--- src/rtl/cache_arbiter.sv ---
// Two-client (I-side / D-side) arbiter onto a single pmem line port with registered grant.
// Optional CACHE_ARB_RR_EN macro switches tie-breaking from fixed D-priority to round-robin.
module cache_arbiter #(
  parameter int ADDR_WIDTH = 16,
  parameter int LINE_WIDTH = 128
) (
  input  logic                  clk,
  input  logic                  rst,
  input  logic                  i_arb_mem_read,
  input  logic                  i_arb_mem_write,
  input  logic [ADDR_WIDTH-1:0] i_arb_mem_address,
  input  logic [LINE_WIDTH-1:0] i_arb_mem_wdata,
  output logic                  i_arb_mem_resp,
  output logic [LINE_WIDTH-1:0] i_arb_mem_rdata,
  input  logic                  d_arb_mem_read,
  input  logic                  d_arb_mem_write,
  input  logic [ADDR_WIDTH-1:0] d_arb_mem_address,
  input  logic [LINE_WIDTH-1:0] d_arb_mem_wdata,
  output logic                  d_arb_mem_resp,
  output logic [LINE_WIDTH-1:0] d_arb_mem_rdata,
  output logic                  pmem_read,
  output logic                  pmem_write,
  output logic [ADDR_WIDTH-1:0] pmem_address,
  output logic [LINE_WIDTH-1:0] pmem_wdata,
  input  logic [LINE_WIDTH-1:0] pmem_rdata,
  input  logic                  pmem_resp,
  output logic [1:0]            o_dbg_state
);

  // Handshake: a client holds read/write (plus address/wdata) until its resp pulse;
  // pmem_read/pmem_write are held from grant until the one-cycle pmem_resp, which ends the transaction.
  typedef enum logic [1:0] {IDLE = 2'd0, GRANT_I = 2'd1, GRANT_D = 2'd2} state_t;

  state_t                r_state;
  state_t                w_next;
  logic                  r_op_write;
  logic [ADDR_WIDTH-1:0] r_addr;
  logic [LINE_WIDTH-1:0] r_wdata;
  logic                  w_i_req;
  logic                  w_d_req;
  logic                  w_grant;
  logic                  w_pick_d;
  logic                  w_busy;

  assign w_i_req = i_arb_mem_read | i_arb_mem_write;
  assign w_d_req = d_arb_mem_read | d_arb_mem_write;

`ifdef CACHE_ARB_RR_EN
  // 1 = D-side held the most recent grant; reset favours D on the first tie.
  logic r_last_d;
  always_ff @(posedge clk or posedge rst) begin
    if (rst)          r_last_d <= 1'b0;
    else if (w_grant) r_last_d <= w_pick_d;
  end
  assign w_pick_d = w_d_req & (~w_i_req | ~r_last_d);
`else
  assign w_pick_d = w_d_req;
`endif

  always_comb begin
    w_next  = r_state;
    w_grant = 1'b0;
    case (r_state)
      IDLE: begin
        if (w_i_req | w_d_req) begin
          w_grant = 1'b1;
          w_next  = w_pick_d ? GRANT_D : GRANT_I;
        end
      end
      GRANT_I, GRANT_D: begin
        if (pmem_resp) w_next = IDLE;
      end
      default: w_next = IDLE;
    endcase
  end

  always_ff @(posedge clk or posedge rst) begin
    if (rst) begin
      r_state    <= IDLE;
      r_op_write <= 1'b0;
      r_addr     <= '0;
      r_wdata    <= '0;
    end else begin
      r_state <= w_next;
      if (w_grant) begin
        // A write wins over a read if a client illegally raises both.
        r_op_write <= w_pick_d ? d_arb_mem_write   : i_arb_mem_write;
        r_addr     <= w_pick_d ? d_arb_mem_address : i_arb_mem_address;
        r_wdata    <= w_pick_d ? d_arb_mem_wdata   : i_arb_mem_wdata;
      end
    end
  end

  assign w_busy       = (r_state == GRANT_I) | (r_state == GRANT_D);
  assign pmem_read    = w_busy & ~r_op_write;
  assign pmem_write   = w_busy & r_op_write;
  assign pmem_address = r_addr;
  assign pmem_wdata   = r_wdata;
  assign o_dbg_state  = r_state;

  // A client that has withdrawn its request does not receive the completion.
  assign i_arb_mem_resp  = pmem_resp & (r_state == GRANT_I) & w_i_req;
  assign d_arb_mem_resp  = pmem_resp & (r_state == GRANT_D) & w_d_req;
  assign i_arb_mem_rdata = (r_state == GRANT_I) ? pmem_rdata : '0;
  assign d_arb_mem_rdata = (r_state == GRANT_D) ? pmem_rdata : '0;

endmodule

--- config.mk ---
export PLATFORM = sky130hd
export DESIGN_NAME = cache_arbiter
export DESIGN_NICKNAME = d
export VERILOG_FILES = /design/src/rtl/cache_arbiter.sv
export SDC_FILE = /design/constraint.sdc
export NUM_CORES = 1
export LEC_CHECK = 0
export CORE_AREA = 5 5 322 324
export DETAILED_ROUTE_END_ITERATION = 8
export DIE_AREA = 0 0 327 329
export PLACE_DENSITY_LB_ADDON = 0.08
export SYNTH_ARGS = -nofsm -noshare
export SYNTH_HDL_FRONTEND = slang
export SYNTH_SLANG_ARGS = --single-unit
--- constraint.sdc ---
create_clock -name clk -period 4.3 [get_ports clk]
set_input_delay 0.645 -clock clk [delete_from_list [all_inputs] [get_ports clk]]
set_output_delay 0.645 -clock clk [all_outputs]
set_load 0.01 [all_outputs]
# Yosys cells after proc, flatten, opt, wreduce, memory -nomap -nowiden
# Cells that the tools add are included.
[totals]
output_inout_bits = 406
reg_bits = 147
wordCells = 33
[classes]
reduce_logical = 3
muxes = 11
bitwise = 11
eq_ne = 4
[ops]
columns = ["cell", "n"]
rows = [
  ["$mux W128", 3],
  ["$mux W16", 1],
  ["$and A1 B1 Y1", 6],
  ["$mux W2", 3],
  ["$ne A2 B2 Y1 const B", 2],
  ["$or A1 B1 Y1", 4],
  ["$pmux W2 S2", 1],
  ["$mux W1", 3],
  ["$eq A2 B1 Y1 const B", 1],
  ["$eq A2 B2 Y1 const B", 1],
  ["$logic_not A2 Y1", 1],
  ["$reduce_and A2 Y1", 1],
  ["$reduce_or A2 Y1", 1],
  ["$not A1 Y1", 1],
]

# Longest topological paths before layout
[depth]
word_depth = 4
ltp_mapped = 8

# Worst setup path before layout
# Ideal clock, no wire load.
[synth_path]
path_type = "reg2out"
start = "register r_state[0], in the netlist o_dbg_state[0]"
end = "output port d_arb_mem_rdata[100]"
path_buffers = 2
path_stages_with_launch = 6
required_ps = 3655
path_slack_ps = 2320
arrival_ps = 1335
cell_sequence = "dfrtp_1 -> inv_1 -> ha_1 -> clkbuf_1 -> clkbuf_1 -> and2_1"
[synth_via]
elab_chain_len = 2
[synth_lines]
columns = ["item", "line", "source"]
rows = [
  ["start: declaration", "34", "state_t r_state;"],
  ["start signal: assignment", "84", "r_state <= w_next;"],
  ["$eq A2 B2 Y1", "105", "assign d_arb_mem_rdata = (r_state == GRANT_D) ? pmem_rdata : '0;"],
  ["$mux W128", "105", ""],
  ["end: declaration", "20", "output logic [LINE_WIDTH-1:0] d_arb_mem_rdata,"],
]
# Every way passes these cells.

# Worst setup path after layout
[layout_path]
start = "register r_state[0], in the netlist o_dbg_state[0]"
end = "output port d_arb_mem_rdata[107]"
# Same word-level chain as after synthesis.

==> flow_summary.toml <==
[synth]
synthesis.area_um2 = 8551
synth-edff-count = 0
ys.warnings.count = 0
yosys.cell_count.top_type = "and2_1"
synth_top_cells_by_area = "dfrtp_1 (43%), and2_1 (19%), mux2i_1 (17%)"
post-synth-top-area-cell = "dfrtp_1"
postSynth.asyncResetShare = 1.000
flop_and_latch_count_out_of_synthesis = 147
synthDominantCellAreaShare = 0.4302
netlist_top_cells_count = "and2_1 (257), nand2_1 (148), dfrtp_1 (147)"
synth_sequential_area_ratio = 0.4302
avgSynthCellArea_um2 = 9.126
yosysUniqueCellTypes = 21
synthesis.instances = 937
ys.flop_type = "dfrtp_1"
postSynthNetCount = 1363

[detailed_routing]
postRouteAntennaNets = 0
routedWlPerCell_um = 21.40
detail_route.first_pass.iterations = 4
drt_wl_total_um = 65370
route.vias.total = 9625
dr.first_iter.drc_count = 219
vias_per_instance = 3.152
drc = 0

[sta]
finalSetupViolations = 0
worstMarginPinSlew_ps = 944.4
max_transition_viols_final = 0
final_worst_setup_slack_ps = 841.0
relSlewSlack = 0.3704
fin_crit_sh = 0.8044
setup_repair_after_global_routing_missed_its_margin = "false"
fin_crit_ps = 3459
tns_ps = 0
achievable-frequency_mhz = 289.1
final.setup_skew_ps = 13.77
finalHoldViolations = 0

[status]
outcome = "complete, no violations"

[floorplan]
die_span_x_um = 327
std_cell_core_area_um2 = 100900
die_h_um = 329
number_of_rows_created_at_floorplan = 117
initial_core_util = 0.08478
boundaryPins = 829
dieArea_um2 = 107600

[setup_path]
crit_chain = "inv_1 > ha_4 > buf_12 > and2_1 > clkdlybuf4s50_1"
cp-end-kind = "output port"
worstPathMaxFanout = 78
cp.arrival_ps = 2810
critPathRequiredTime_ps = 3650
critical_path.startpoint_type = "flip-flop"
max_stage_delay_ps = 650
path_class = "reg -> out"
timing.critical_path.slowest_stage_cell = "ha_4"

[cts]
post-cts-setup-buffer-count = 0
cts-buffers-inserted = 17
cts-root-buf = "clkbuf_16"
cts.hold.buffers_added = 0
clkSlewWorstSetupHoldPaths_ps = 70
post_cts.resized_instances = 0
tritoncts_num_sinks = 147
worstSkewPairLatency_ps = 470
clock_path_buffers = 2
tritoncts_clock_tree = "done"
cts_max_level = 4

[place]
hpwl_um = 55260
port-buffer-count = 828
gpl.final_weighted_congestion = 0.7982
dpl_worst_slack_ps = 1254

[final_layout]
final_core_util = 0.1877
areaGrowthSynthToFinish_pct = 121.4
multiInputGateArea_um2 = 4489
final-seq-area_um2 = 3679
final.fill_count = 11200
finalNetCount = 2143
ratio_of_cells_with_drive_above_1_in_the_final_layout = 0.02659

[grt]
largest_net_degree_at_the_start_of_global_routing = 193
grt_pass1_vias = 10210
overflow = 0
initial_antenna_violation_count = 47
global_route_wire_length_before_repair_um = 85880
grt_usage = 0.1157

[pwr]
power_density_nw_per_um2 = 532.5
leakage_nw = 7.121
maximum_resistive_drop_on_vdd_mv = 0.4556

[hold_path]
min_path_type = "reg -> reg"

[flow_run]
drv_cap = 0
## per-layer routing
layer / global-route usage / part of all wire
met3: 0.05789 / 0.11
met1: 0.1061 / 0.32
met5: 0 / 0.0028
met2: 0.2229 / 0.54
met4: 0.03500 / 0.025
## layout by cell type, fill, tap and decap left out, drive strengths merged
| cell | count |
|---|---|
| mux2i | 144 |
| inv | 6 |
| o41ai | 1 |
| and2 | 257 |
| nand2b | 1 |
| nor2 | 2 |
| clkbuf | 20 |
| clkinvlp | 4 |
| nor2b | 1 |
| or2 | 1 |
| a21oi | 3 |
| diode | 15 |
| clkinv | 4 |
| o21ai | 146 |
| clkdlybuf4s50 | 828 |
| nand2 | 148 |
| bufinv | 3 |
| and3 | 1 |
| ha | 3 |
| dfrtp | 147 |
| o2bb2ai | 1 |
| buf | 9 |
## cell type report
cell class / instances / area share
diodes: 15 / 0.001983
clock buffers: 20 / 0.02412
clock inverters: 12 / 0.008129
inverters: 5 / 0.001190
multi-input cells: 709 / 0.2371
flip-flops and latches: 147 / 0.1943
well taps: 1309 / 0.08651
repair buffers: 837 / 0.4466
## worst paths after layout
path                                      from  slack (ps)  cells after the start                    to
worst max-delay path            o_dbg_state[0]         840                      5  d_arb_mem_rdata[107]
worst min-delay path            pmem_wdata[10]         480                      2        pmem_wdata[10]
worst max register to register  o_dbg_state[0]        2170                      5        pmem_wdata[21]
worst min register to register  pmem_wdata[10]         480                      2        pmem_wdata[10]
max in group asynchronous                  rst        2890                      3        pmem_wdata[37]
min in group asynchronous                  rst         540                      2        pmem_wdata[94]
## through the flow
stage | std cells | area, um^2 | hold WS (ps) | total power [mW]
after floorplan | 937 | 8554 | 468.2 | 4.890
after global placement | 3007 | 18280 | 463.9 | 8.703
after detailed placement | 3007 | 18280 | 469.9 | 8.681
after CTS | 3039 | 18890 | 484.0 | 10.44
after global routing | 3042 | 18900 | 501.6 | 10.88
final | 3054 | 18930 | 477.7 | 10.08
## cell families after synthesis
| logic type | synth area share |
|---|---|
| and+or+nand+nor | 0.2568 |
| DFF | 0.4302 |
| muxes | 0.1686 |
| AOI/OAI and AO/OA | 0.09014 |
| adders and majority gates | 0.004390 |
| buffers and inverters | 0.04990 |
## state kept, by name, summed over array words and instances (netlist names)
name          flops
pmem_address     16
r_op_write        1
pmem_wdata      128
o_dbg_state       2
## power breakdown
group	switching (mW)	internal, mW	total, mW
Combinational	2.87	3.13	6.00
Sequential	0.360	2.08	2.44
Clock	0.697	0.944	1.64
Total	3.93	6.15	10.1
## critical path, delay by kind of cell, from the launching register on
family | cells | cell delay (ps)
fa+ha+maj | 1 | 650
flops | 1 | 440
buf+inv | 3 | 990
simple gates | 1 | 220
Note: power is estimated with default switching activity, not from simulation.
